--- src/rtl/mem_port_arbiter_pkg.sv ---
// Shared types and constants for the CPU / loader memory-port arbiter.
package mem_arb_pkg;

  typedef enum logic [1:0] {
    ARB_CPU     = 2'd0,
    ARB_LD_ACC  = 2'd1,
    ARB_RELEASE = 2'd2
  } arb_state_t;

  localparam logic [15:0] RAM_BASE  = 16'h0000;
  localparam logic [15:0] ROM_BASE  = 16'hFE00;
  localparam int          ARB_CNT_W = 4;

  // Increment that sticks at lim instead of wrapping.
  function automatic logic [ARB_CNT_W-1:0] sat_inc(input logic [ARB_CNT_W-1:0] v,
                                                   input logic [ARB_CNT_W-1:0] lim);
    return (v >= lim) ? v : v + ARB_CNT_W'(1);
  endfunction

endpackage

--- src/rtl/mem_port_arbiter_if.sv ---
// CPU, loader and memory-map signal bundle; master is the arbiter, slave the surroundings.
interface mem_port_arbiter_if;

  logic [15:0] cpu_addr;
  logic [7:0]  cpu_wdata;
  logic        cpu_rnw;
  logic [7:0]  cpu_rdata;
  logic        cpu_ready;

  logic        ld_req;
  logic        ld_we;
  logic [15:0] ld_addr;
  logic [7:0]  ld_wdata;
  logic        ld_ack;
  logic        ld_rvalid;
  logic [7:0]  ld_rdata;
  logic        ld_owner;

  logic [15:0] mem_addr;
  logic [7:0]  mem_wdata;
  logic        mem_rnw;
  logic [7:0]  mem_rdata;

  modport master (
    input  cpu_addr, cpu_wdata, cpu_rnw,
    output cpu_rdata, cpu_ready,
    input  ld_req, ld_we, ld_addr, ld_wdata,
    output ld_ack, ld_rvalid, ld_rdata, ld_owner,
    output mem_addr, mem_wdata, mem_rnw,
    input  mem_rdata
  );

  modport slave (
    output cpu_addr, cpu_wdata, cpu_rnw,
    input  cpu_rdata, cpu_ready,
    output ld_req, ld_we, ld_addr, ld_wdata,
    input  ld_ack, ld_rvalid, ld_rdata, ld_owner,
    input  mem_addr, mem_wdata, mem_rnw,
    output mem_rdata
  );

endinterface

--- src/rtl/mem_port_arbiter_mux.sv ---
// Combinational owner select of the memory port address, write data and direction.
module mem_port_mux
  import mem_arb_pkg::*;
(
  input  arb_state_t  state_i,
  input  logic [15:0] cpu_addr_i,
  input  logic [7:0]  cpu_wdata_i,
  input  logic        cpu_rnw_i,
  input  logic [15:0] ld_addr_i,
  input  logic [7:0]  ld_wdata_i,
  input  logic        ld_we_i,
  output logic [15:0] mem_addr_o,
  output logic [7:0]  mem_wdata_o,
  output logic        mem_rnw_o
);

  always_comb begin
    mem_addr_o  = cpu_addr_i;
    mem_wdata_o = cpu_wdata_i;
    mem_rnw_o   = cpu_rnw_i;
    case (state_i)
      ARB_LD_ACC: begin
        mem_addr_o  = ld_addr_i;
        mem_wdata_o = ld_wdata_i;
        mem_rnw_o   = ~ld_we_i;
      end
      // Re-fetch the stalled CPU read so its data is ready when RDY returns.
      ARB_RELEASE: mem_rnw_o = 1'b1;
      default: ;
    endcase
  end

endmodule

--- src/rtl/mem_port_arbiter.sv ---
// Steals memory cycles for the loader by holding CPU ready low; bursts of up to BURST_MAX
// single-cycle accesses, one RELEASE cycle, then at least CPU_SLOT CPU cycles.
module mem_port_arbiter
  import mem_arb_pkg::*;
#(
  parameter int BURST_MAX = 4,
  parameter int CPU_SLOT  = 2
) (
  input logic                clk,
  input logic                reset,
  mem_port_arbiter_if.master bus
);

  localparam logic [ARB_CNT_W-1:0] SLOT_LIM  = ARB_CNT_W'(CPU_SLOT);
  localparam logic [ARB_CNT_W-1:0] BURST_LIM = ARB_CNT_W'(BURST_MAX);

  arb_state_t           state_q, state_d;
  logic [ARB_CNT_W-1:0] slot_q, slot_d;
  logic [ARB_CNT_W-1:0] burst_q, burst_d;
  logic [ARB_CNT_W-1:0] slot_inc, burst_inc;
  logic [7:0]           hold_q, hold_d;
  logic                 rvalid_q, rvalid_d;
  logic                 ack;
  logic                 ld_we_qual;

  always_ff @(posedge clk or posedge reset) begin
    if (reset) begin
      state_q  <= ARB_CPU;
      slot_q   <= '0;
      burst_q  <= '0;
      hold_q   <= 8'h00;
      rvalid_q <= 1'b0;
    end else begin
      state_q  <= state_d;
      slot_q   <= slot_d;
      burst_q  <= burst_d;
      hold_q   <= hold_d;
      rvalid_q <= rvalid_d;
    end
  end

  always_comb begin
    state_d   = state_q;
    slot_d    = slot_q;
    burst_d   = burst_q;
    hold_d    = hold_q;
    ack       = 1'b0;
    slot_inc  = sat_inc(slot_q, SLOT_LIM);
    burst_inc = burst_q + ARB_CNT_W'(1);
    case (state_q)
      ARB_CPU: begin
        slot_d = slot_inc;
        hold_d = bus.mem_rdata;
        // The current cycle counts toward the slot, so a continuous request
        // leaves the CPU exactly CPU_SLOT cycles; CPU writes are never stalled.
        if (bus.ld_req && bus.cpu_rnw && (slot_inc == SLOT_LIM)) begin
          state_d = ARB_LD_ACC;
        end
      end
      ARB_LD_ACC: begin
        ack = bus.ld_req;
        if (ack) begin
          burst_d = burst_inc;
        end
        if (!(bus.ld_req && (burst_inc < BURST_LIM))) begin
          state_d = ARB_RELEASE;
        end
      end
      ARB_RELEASE: begin
        slot_d  = '0;
        burst_d = '0;
        state_d = ARB_CPU;
      end
      default: state_d = ARB_CPU;
    endcase
    rvalid_d = ack;
  end

  // An idle LD_ACC cycle must not turn a stale ld_we into a memory write.
  assign ld_we_qual = bus.ld_we & bus.ld_req;

  mem_port_mux u_mux (
    .state_i     (state_q),
    .cpu_addr_i  (bus.cpu_addr),
    .cpu_wdata_i (bus.cpu_wdata),
    .cpu_rnw_i   (bus.cpu_rnw),
    .ld_addr_i   (bus.ld_addr),
    .ld_wdata_i  (bus.ld_wdata),
    .ld_we_i     (ld_we_qual),
    .mem_addr_o  (bus.mem_addr),
    .mem_wdata_o (bus.mem_wdata),
    .mem_rnw_o   (bus.mem_rnw)
  );

  assign bus.cpu_ready = (state_q == ARB_CPU);
  assign bus.ld_owner  = (state_q == ARB_LD_ACC);
  assign bus.ld_ack    = ack;
  assign bus.ld_rvalid = rvalid_q;
  assign bus.ld_rdata  = bus.mem_rdata;
  assign bus.cpu_rdata = (state_q == ARB_CPU) ? bus.mem_rdata : hold_q;

endmodule

--- src/flat_wrapper.sv ---
// flat-port wrapper written by rule: the top's interface ports become plain ports
module mem_port_arbiter_flat import mem_arb_pkg::*;
#(
  parameter int BURST_MAX = 4,
  parameter int CPU_SLOT  = 2
)
  (clk, reset, bus_cpu_addr, bus_cpu_wdata, bus_cpu_rnw, bus_cpu_rdata, bus_cpu_ready, bus_ld_req, bus_ld_we, bus_ld_addr, bus_ld_wdata, bus_ld_ack, bus_ld_rvalid, bus_ld_rdata, bus_ld_owner, bus_mem_addr, bus_mem_wdata, bus_mem_rnw, bus_mem_rdata);
  mem_port_arbiter_if bus_i ();
  input logic clk;
  input logic reset;
  input wire logic [$bits(bus_i.cpu_addr)-1:0] bus_cpu_addr;
  input wire logic [$bits(bus_i.cpu_wdata)-1:0] bus_cpu_wdata;
  input wire logic [$bits(bus_i.cpu_rnw)-1:0] bus_cpu_rnw;
  output wire logic [$bits(bus_i.cpu_rdata)-1:0] bus_cpu_rdata;
  output wire logic [$bits(bus_i.cpu_ready)-1:0] bus_cpu_ready;
  input wire logic [$bits(bus_i.ld_req)-1:0] bus_ld_req;
  input wire logic [$bits(bus_i.ld_we)-1:0] bus_ld_we;
  input wire logic [$bits(bus_i.ld_addr)-1:0] bus_ld_addr;
  input wire logic [$bits(bus_i.ld_wdata)-1:0] bus_ld_wdata;
  output wire logic [$bits(bus_i.ld_ack)-1:0] bus_ld_ack;
  output wire logic [$bits(bus_i.ld_rvalid)-1:0] bus_ld_rvalid;
  output wire logic [$bits(bus_i.ld_rdata)-1:0] bus_ld_rdata;
  output wire logic [$bits(bus_i.ld_owner)-1:0] bus_ld_owner;
  output wire logic [$bits(bus_i.mem_addr)-1:0] bus_mem_addr;
  output wire logic [$bits(bus_i.mem_wdata)-1:0] bus_mem_wdata;
  output wire logic [$bits(bus_i.mem_rnw)-1:0] bus_mem_rnw;
  input wire logic [$bits(bus_i.mem_rdata)-1:0] bus_mem_rdata;
  assign bus_i.cpu_addr = bus_cpu_addr;
  assign bus_i.cpu_wdata = bus_cpu_wdata;
  assign bus_i.cpu_rnw = bus_cpu_rnw;
  assign bus_cpu_rdata = bus_i.cpu_rdata;
  assign bus_cpu_ready = bus_i.cpu_ready;
  assign bus_i.ld_req = bus_ld_req;
  assign bus_i.ld_we = bus_ld_we;
  assign bus_i.ld_addr = bus_ld_addr;
  assign bus_i.ld_wdata = bus_ld_wdata;
  assign bus_ld_ack = bus_i.ld_ack;
  assign bus_ld_rvalid = bus_i.ld_rvalid;
  assign bus_ld_rdata = bus_i.ld_rdata;
  assign bus_ld_owner = bus_i.ld_owner;
  assign bus_mem_addr = bus_i.mem_addr;
  assign bus_mem_wdata = bus_i.mem_wdata;
  assign bus_mem_rnw = bus_i.mem_rnw;
  assign bus_i.mem_rdata = bus_mem_rdata;
  mem_port_arbiter #(.BURST_MAX(BURST_MAX), .CPU_SLOT(CPU_SLOT)) u_core (.clk(clk), .reset(reset), .bus(bus_i));
endmodule
--- config.mk ---
export PLATFORM = sky130hd
export DESIGN_NAME = mem_port_arbiter_flat
export DESIGN_NICKNAME = d
export VERILOG_FILES = /design/src/rtl/mem_port_arbiter_pkg.sv /design/src/rtl/mem_port_arbiter_if.sv /design/src/rtl/mem_port_arbiter_mux.sv /design/src/rtl/mem_port_arbiter.sv /design/src/flat_wrapper.sv
export SDC_FILE = /design/constraint.sdc
export NUM_CORES = 1
export LEC_CHECK = 0
export BUFFER_PORTS_ARGS = -buffer_cell sky130_fd_sc_hd__buf_2
export CORE_MARGIN = 2
export CORE_UTILIZATION = 39
export CTS_CLUSTER_SIZE = 24
export DETAILED_ROUTE_END_ITERATION = 16
export GPL_TIMING_DRIVEN = 0
export PLACE_DENSITY = 0.82
export SLEW_MARGIN = 10
export SYNTH_ARGS = -nofsm -noshare
export SYNTH_HDL_FRONTEND = slang
export SYNTH_SLANG_ARGS = --single-unit
--- constraint.sdc ---
create_clock -name clk -period 2.43 [get_ports clk]
set_input_delay 0.1215 -clock clk [delete_from_list [all_inputs] [get_ports clk]]
set_output_delay 0.1215 -clock clk [all_outputs]
set_load 0.005 [all_outputs]
==> results of run 1 <==
-- where the power goes --
part,total [mW],internal (mW),switching [mW]
Combinational,0.859,0.473,0.386
Clock,0.153,0.0637,0.0890
Sequential,0.515,0.433,0.0824
-- cells in the mapped netlist --
library cell	n	area [um^2]
and4bb_2	1	12.5
nor4_2	1	12.5
nor2_1	9	33.8
nand3_1	3	15.0
mux2i_1	2	20.0
clkbuf_1	2	7.51
a21o_1	1	7.51
nor2_4	1	11.3
a21oi_1	6	30.0
buf_2	4	20.0
a22o_1	2	17.5
ha_1	6	75.1
xnor2_1	2	17.5
xor2_1	1	8.76
a211o_1	1	8.76
a32o_1	1	10.0
nand2_1	7	26.3
o22ai_1	1	6.26
mux2_1	1	11.3
o21ai_0	1	5.00
a32oi_1	1	8.76
inv_1	8	30.0
mux2_2	32	360
or4b_4	1	13.8
nor3_1	1	5.00
buf_4	9	67.6
dfrtp_1	19	475
nor2b_1	3	18.8
-- stage by stage --
stage	setup WS, ps	util	std cells	hold slack, ps	total power, mW
3_3_place_gp	596	0.578	277	283	1.37
3_5_place_dp	567	0.578	277	277	1.39
5_1_grt	202	0.589	282	81.3	1.66
6_report	379	0.589	282	90.8	1.53
4_1_cts	344	0.589	282	80.4	1.55
2_1_floorplan	725	-	127	72.6	1.09
-- cells in the final DEF (no fill, tap or decap), types with 2 or more instances in the layout --
master | synthesis | layout
a21oi_1 | 6 | 6
nand2_1 | 7 | 7
mux2i_1 | 2 | 2
dfrtp_1 | 19 | 19
xnor2_1 | 2 | 2
clkbuf_1 | 2 | 3
nand3_1 | 3 | 3
ha_1 | 6 | 6
nor2b_1 | 3 | 3
inv_1 | 8 | 8
nor2_1 | 9 | 9
mux2_2 | 32 | 32
a22o_1 | 2 | 2
clkbuf_4 | 0 | 3
buf_2 | 4 | 108
buf_4 | 9 | 9
-- sequential cells by signal, summed over array words and instances, names as in the netlist --
name / count
u_core.slot_q: 4
u_core.burst_q: 4
u_core.state_q: 2
u_core.bus.ld_rvalid: 1
u_core.hold_q: 8
-- cell families after synthesis --
group / after synthesis / synth area share
flops: 19 / 0.356
compound gates: 14 / 0.0702
mux: 35 / 0.293
xor+xnor: 3 / 0.0197
buf+inv: 23 / 0.0936
simple gates: 27 / 0.111
fa+ha+maj: 6 / 0.0562
-- critical path, stage by stage, from the launching register on --
cell,delay [ps]
dfrtp_1,390
inv_1,100
ha_1,200
clkbuf_1,410
mux2_2,410
buf_2,130
-- final timing paths --
kind                                   start           endpoint  slack (ps)  depth (start not counted)
setup / recovery           u_core.state_q[0]   bus_cpu_rdata[2]         380                          5
hold / removal              bus_mem_rdata[3]   u_core.hold_q[3]          90                          2
setup reg to reg            u_core.slot_q[0]  u_core.state_q[1]         570                          6
hold reg to reg             u_core.hold_q[5]   u_core.hold_q[5]         510                          1
max in group asynchronous              reset  u_core.burst_q[0]        1500                          3
min in group asynchronous              reset   u_core.hold_q[5]         480                          3
-- per-layer routing --
layer	share of wire	vias up	global-route usage
li1	-	651	-
met4	0.0018	0	0.0333
met5	0	-	0
met2	0.50	76	0.317
met3	0.093	2	0.0288
met1	0.40	609	0.190
-- final cells by class --
class	count	area, um^2
fillers	318	1360
multi-input cells	85	736
repair buffers	105	531
flip-flops and latches	19	475
plain buffers	15	95.1
well taps	46	57.6
inverters	8	30.0
clock buffers	4	26.3
==> flow_summary.json, run 1 <==
{
  "status": "finished clean",
  "fin_area_um2": 1950,
  "dpl_cell_area_um2": 1910,
  "dieArea_um2": 3910,
  "relSlewSlack": 0.526,
  "syn_nets": 194,
  "avgSynthCellArea_um2": 10.5,
  "skew_ps": 2.04,
  "die_y_um": 62.5,
  "synthCells": 127,
  "detail_route.first_pass.iterations": 4,
  "post_cts_buffers": 0,
  "cp-end-kind": "primary output",
  "clockRootBuffer": "clkbuf_4",
  "slew_viol_final": 0,
  "rsz0062_at_grt": "no",
  "cts_sinks": 19,
  "io_buffer_count": 104,
  "ys_seq_area_frac": 0.356,
  "fmax_ghz": 0.488,
  "setup_viol": 0,
  "grt_max_degree": 20,
  "grt_use_total": 0.165,
  "synth_seq_cells": 19,
  "drtAntennaViolNets": 0,
  "worstMarginPinSlew_ps": 710,
  "worst-path-max-fanout": 10,
  "drv_cap": 0,
  "coreArea_um2": 3310,
  "fin_nets": 304,
  "p_leak_nw": 1.04,
  "cts_max_level": 1,
  "numCtsBuffers": 3,
  "crit_required_ps": 2310,
  "area_growth_syn_to_layout_pct": 46.0,
  "cts_hold_buffers": 1,
  "cts_tree": "yes",
  "synthesis.area_um2": 1340,
  "worstHoldPathType": "in2reg",
  "gp_congestion": 0.737,
  "synth_cell_types": 28,
  "row_count": 21,
  "clk_latency_ps": 280,
  "min_period_over_period": 0.844,
  "period_needed_ps": 2050,
  "drtIter0Drc": 9,
  "startpoint_type": "flop",
  "hold_violations": 0,
  "peakVddDrop_mv": 0.494,
  "tns_ps": 0,
  "clk_pin_slew_worst_paths_ps": 100,
  "clk_path_buf_depth": 2,
  "layout-drive-gt1-share": 0.661,
  "grt_overflow": 0,
  "wl_per_cell_um": 11.8,
  "grt_pass1_wl_mm": 5.36,
  "diodes": 0,
  "via_per_inst": 4.74,
  "cp.arrival_ps": 1930,
  "antenna_found_initial": 0,
  "drt_wl_total_mm": 3.32,
  "hpwlAfterDp_mm": 2.82,
  "die_x_um": 62.5,
  "vias": 1338,
  "ys_warn_count": 0,
  "first_global_vias": 1247,
  "start_util": 0.404,
  "ios": 106,
  "critPathKind": "reg2out",
  "drc": 0,
  "powerDensity_nw_per_um2": 783,
  "cts_resized": 0
}
Power figures use the tool's default switching activity.
==> run 2: changes to the inputs <==
==> constraint.sdc (replaced) <==
create_clock -name clk -period 2.1 [get_ports clk]
set_input_delay 0.105 -clock clk [delete_from_list [all_inputs] [get_ports clk]]
set_output_delay 0.105 -clock clk [all_outputs]
set_load 0.005 [all_outputs]
==> flow_summary.json, run 2 (same netlist as run 1, synthesis figures left out) <==
{
  "regMostFlops": "u_core.hold_q",
  "worst-path-max-fanout": 10,
  "crit_required_ps": 2000,
  "via_per_inst": 4.74,
  "rsz0062_at_grt": "no",
  "slew_viol_final": 0,
  "drtIter0Drc": 9,
  "die_y_um": 62.5,
  "tns_ps": 0,
  "p_leak_nw": 1.04,
  "row_count": 21,
  "fmax_ghz": 0.510,
  "antenna_found_initial": 0,
  "dieArea_um2": 3910,
  "powerDensity_nw_per_um2": 907,
  "grt_max_degree": 20,
  "first_global_vias": 1247,
  "worstHoldPathType": "in2reg",
  "drv_cap": 0,
  "clk_path_buf_depth": 2,
  "skew_ps": 2.04,
  "cts_max_level": 1,
  "worst_slack_ps": 140,
  "io_buffer_count": 104,
  "clk_pin_slew_worst_paths_ps": 100,
  "reg2reg_slack_ps": 240,
  "period_needed_ps": 1960,
  "clk_latency_ps": 280,
  "hpwlAfterDp_mm": 2.82,
  "min_to": "u_core.hold_q[3]",
  "vias": 1337,
  "grt_overflow": 0,
  "coreArea_um2": 3310,
  "drc": 0,
  "wl_met2_mm": 1.66,
  "status": "finished clean",
  "whs_path_depth": 2,
  "pre_cts_ws_ps": 237,
  "largest_reg_flops": 8,
  "critPathKind": "reg2out",
  "relSlewSlack": 0.527,
  "wl_per_cell_um": 11.8,
  "gp_congestion": 0.737,
  "layout-drive-gt1-share": 0.665,
  "wl_met3_um": 309,
  "die_x_um": 62.5,
  "drt_wl_total_mm": 3.32,
  "ios": 106,
  "clockRootBuffer": "clkbuf_4",
  "reg.largest.list": "u_core.hold_q x8, u_core.burst_q x4, u_core.slot_q x4",
  "cp-end-kind": "primary output",
  "worstMarginPinSlew_ps": 709,
  "start_util": 0.404,
  "diodes": 0,
  "numCtsBuffers": 3,
  "area_growth_syn_to_layout_pct": 46.4,
  "grt_use_total": 0.165,
  "peakVddDrop_mv": 0.577,
  "r2r-start": "u_core.slot_q[0]",
  "cp.arrival_ps": 1860,
  "grt_pass1_wl_mm": 5.36,
  "top_layer_used": "met4",
  "layout_common_cells": "106 x buf_2, 32 x mux2_2, 19 x dfrtp_1, 9 x buf_4, 9 x nor2_1",
  "startpoint_type": "flop",
  "wl_met1_mm": 1.34,
  "fin_nets": 304,
  "detail_route.first_pass.iterations": 4,
  "min_period_over_period": 0.933,
  "r2r-end": "u_core.state_q[1]",
  "ff2ff_path_depth": 6,
  "hp-start": "bus_mem_rdata[3]",
  "hold_violations": 0,
  "cts_tree": "yes",
  "layout.cells.most_common": "buf_2",
  "setup_viol": 0,
  "cts_sinks": 19,
  "drtAntennaViolNets": 0
}
-- run 2: changes by cell type in the layout (fill, tap and decap cells not counted), sizes merged --
cell	change
buf	-2
clkbuf	+2
-- run 2: through the flow --
stage                      util  area (um^2)  hold WS [ps]  power [mW]  cells
after floorplan               -         1340          56.1        1.26    127
after global placement    0.578         1910           267        1.59    277
after detailed placement  0.578         1910           261        1.61    277
after CTS                 0.589         1950          63.9        1.79    282
after global routing      0.591         1960          64.8        1.93    282
final                     0.591         1960          74.3        1.77    282
-- run 2: layout make-up --
cell class	count	area, um^2
well taps	46	57.6
repair buffers	105	531
flip-flops and latches	19	475
plain buffers	15	101
inverters	8	30.0
fillers	315	1350
multi-input cells	85	736
clock buffers	4	26.3
-- run 2: worst max-delay path by stage --
stage | from | endpoint | cells past startpoint
2_1_floorplan | u_core.slot_q[0] | u_core.state_q[1] | 6
3_3_place_gp | u_core.slot_q[0] | u_core.state_q[1] | 6
3_5_place_dp | u_core.slot_q[0] | u_core.state_q[1] | 6
4_1_cts | u_core.state_q[0] | bus_cpu_rdata[2] | 5
5_1_grt | u_core.state_q[1] | bus_mem_addr[14] | 6
6_report | u_core.state_q[1] | bus_mem_addr[8] | 6
-- run 2: report_power, final --
part	internal [mW]	switching, mW	leakage (nW)	total, mW
clock	0.0737	0.103	0.0150	0.177
sequential	0.501	0.0953	0.239	0.597
combinational	0.554	0.447	0.789	1.00
total	1.13	0.645	1.04	1.77
-- run 2: worst max-delay path, stage by stage (launching register included) --
cell and delay, ps:
dfrtp_1 400, inv_1 80, ha_1 180, buf_2 190, clkbuf_4 230, mux2_2 350
buf_2 130
-- run 2: what timing repair did --
item | in CTS | in global routing
hold endpoints to repair | 19 | 0
resized for setup | 0 | 4
hold buffers | 1 | 0
setup buffers | 0 | 0
endpoints found under the setup margin | 0 | 27
-- run 2: metal layers --
layer,GRT usage,vias to the layer above
met5,0,-
met3,0.0288,2
li1,-,651
met2,0.317,76
met4,0.0333,0
met1,0.190,608
==> run 3: changes to the inputs <==
--- a/config.mk
+++ b/config.mk
@@ -7,11 +7,11 @@
 export LEC_CHECK = 0
 export BUFFER_PORTS_ARGS = -buffer_cell sky130_fd_sc_hd__buf_2
 export CORE_MARGIN = 2
-export CORE_UTILIZATION = 39
+export CORE_UTILIZATION = 35
 export CTS_CLUSTER_SIZE = 24
 export DETAILED_ROUTE_END_ITERATION = 16
 export GPL_TIMING_DRIVEN = 0
-export PLACE_DENSITY = 0.82
+export PLACE_DENSITY = 0.75
 export SLEW_MARGIN = 10
 export SYNTH_ARGS = -nofsm -noshare
 export SYNTH_HDL_FRONTEND = slang
==> flow_summary.json, run 3 (same netlist as run 1, synthesis figures left out) <==
{
  "status": "finished clean",
  "pre_cts_ws_ps": 260,
  "drt_wl_total_mm": 3.62,
  "fmax_ghz": 0.509,
  "cts_max_level": 1,
  "numCtsBuffers": 3,
  "row_count": 22,
  "fillers": 358,
  "antenna_found_initial": 0,
  "cts_tree": "yes",
  "cp-end-kind": "primary output",
  "crit_required_ps": 2000,
  "clk_latency_ps": 260,
  "drv_cap": 0,
  "grt_pass1_wl_mm": 5.55,
  "relSlewSlack": 0.521,
  "min_to": "u_core.hold_q[2]",
  "drtIter0Drc": 19,
  "layout_common_cells": "108 x buf_2, 32 x mux2_2, 19 x dfrtp_1, 9 x buf_4, 9 x nor2_1",
  "io_buffer_count": 104,
  "slew_viol_final": 0,
  "die_x_um": 65.8,
  "worstHoldPathType": "in2reg",
  "ios": 106,
  "power_mw": 1.87,
  "skew_ps": 7.63,
  "regArea_um2": 475,
  "cp.arrival_ps": 1860,
  "multi_input_area_um2": 736,
  "dpl_cell_area_um2": 1920,
  "fin_hold_ws_ps": 111,
  "reg.largest.list": "u_core.hold_q x8, u_core.burst_q x4, u_core.slot_q x4",
  "drc": 0,
  "diodes": 0,
  "coreArea_um2": 3660,
  "gp_congestion": 0.723,
  "detail_route.first_pass.iterations": 4,
  "start_util": 0.365,
  "hold_violations": 0,
  "whs_path_depth": 2,
  "regMostFlops": "u_core.hold_q",
  "period_needed_ps": 1960,
  "drtAntennaViolNets": 0,
  "min_period_over_period": 0.935,
  "setup_viol": 0,
  "layout.cells.most_common": "buf_2",
  "worst_slack_ps": 137,
  "ff2ff_path_depth": 6,
  "startpoint_type": "flop",
  "rsz0062_at_grt": "no",
  "largest_reg_flops": 8,
  "p_leak_nw": 1.05,
  "fin_util": 0.539,
  "clk_pin_slew_worst_paths_ps": 70,
  "fin_area_um2": 1970,
  "r2r-start": "u_core.slot_q[0]",
  "first_global_vias": 1268,
  "vias": 1284,
  "r2r-end": "u_core.state_q[1]",
  "die_y_um": 65.8,
  "grt_use_total": 0.164,
  "worstMarginPinSlew_ps": 718,
  "layout-drive-gt1-share": 0.669,
  "worst-path-max-fanout": 10,
  "area_growth_syn_to_layout_pct": 47.8,
  "critPathKind": "reg2out",
  "grt_max_degree": 20,
  "dieArea_um2": 4330,
  "clk_path_buf_depth": 2,
  "clockRootBuffer": "clkbuf_8",
  "grt_overflow": 0,
  "cts_sinks": 19,
  "wl_per_cell_um": 12.8,
  "hp-start": "bus_mem_rdata[2]",
  "reg2reg_slack_ps": 230,
  "hpwlAfterDp_mm": 3.05,
  "fin_nets": 304,
  "tns_ps": 0,
  "peakVddDrop_mv": 0.642,
  "dp_cells": 279,
  "powerDensity_nw_per_um2": 945,
  "final_cells": 284,
  "via_per_inst": 4.52
}
## run 3: changes by cell type in the layout (fill, tap and decap cells not counted)
cell      previous run  this run
clkbuf_8             0         3
clkbuf_1             2         1
clkinv_2             0         1
buf_2              106       108
clkbuf_4             5         0
## run 3: per-layer routing
metal	global-route usage	up-vias	wire (um)	share of wire
met5	0	-	0	0
met4	0.0313	0	19	0.0052
met3	0.0273	2	98	0.027
met2	0.288	21	1960	0.54
met1	0.211	609	1550	0.43
li1	-	652	-	-
## run 3: how the worst max path moves through the flow
stage	startpoint	endpoint	slack (ps)	depth (start not counted)
6_report	u_core.state_q[1]	bus_mem_addr[10]	140	6
3_5_place_dp	u_core.slot_q[0]	u_core.state_q[1]	260	6
2_1_floorplan	u_core.slot_q[0]	u_core.state_q[1]	390	6
3_3_place_gp	u_core.slot_q[0]	u_core.state_q[1]	290	6
4_1_cts	u_core.state_q[1]	bus_cpu_rdata[0]	40	5
5_1_grt	u_core.state_q[1]	bus_mem_addr[8]	6	6
## run 3: power by group
group / internal, mW / total, mW / switching (mW)
clock network: 0.132 / 0.252 / 0.120
registers: 0.502 / 0.598 / 0.0965
logic: 0.551 / 1.02 / 0.465
total: 1.19 / 1.87 / 0.681
## run 3: repair_timing
item,4_1_cts,5_1_grt
gates resized for setup,0,2
hold buffers,1,0
hold endpoints to repair,19,0
buffers inserted,0,0
endpoints found under the setup margin,0,8
## run 3: cell type report
type / count / share of cell area
plain buffers: 15 / 0.0488
clock buffers: 3 / 0.0209
clock inverters: 1 / 0.00253
inverters: 8 / 0.0152
multi-input cells: 85 / 0.373
flip-flops and latches: 19 / 0.241
well taps: 48 / 0.0304
repair buffers: 105 / 0.269
## run 3: worst max-delay path: stages (launching register included)
cell and delay (ps):
dfrtp_1 400, inv_1 90, ha_1 170, buf_2 180, buf_2 250, mux2_2 370, buf_2 130
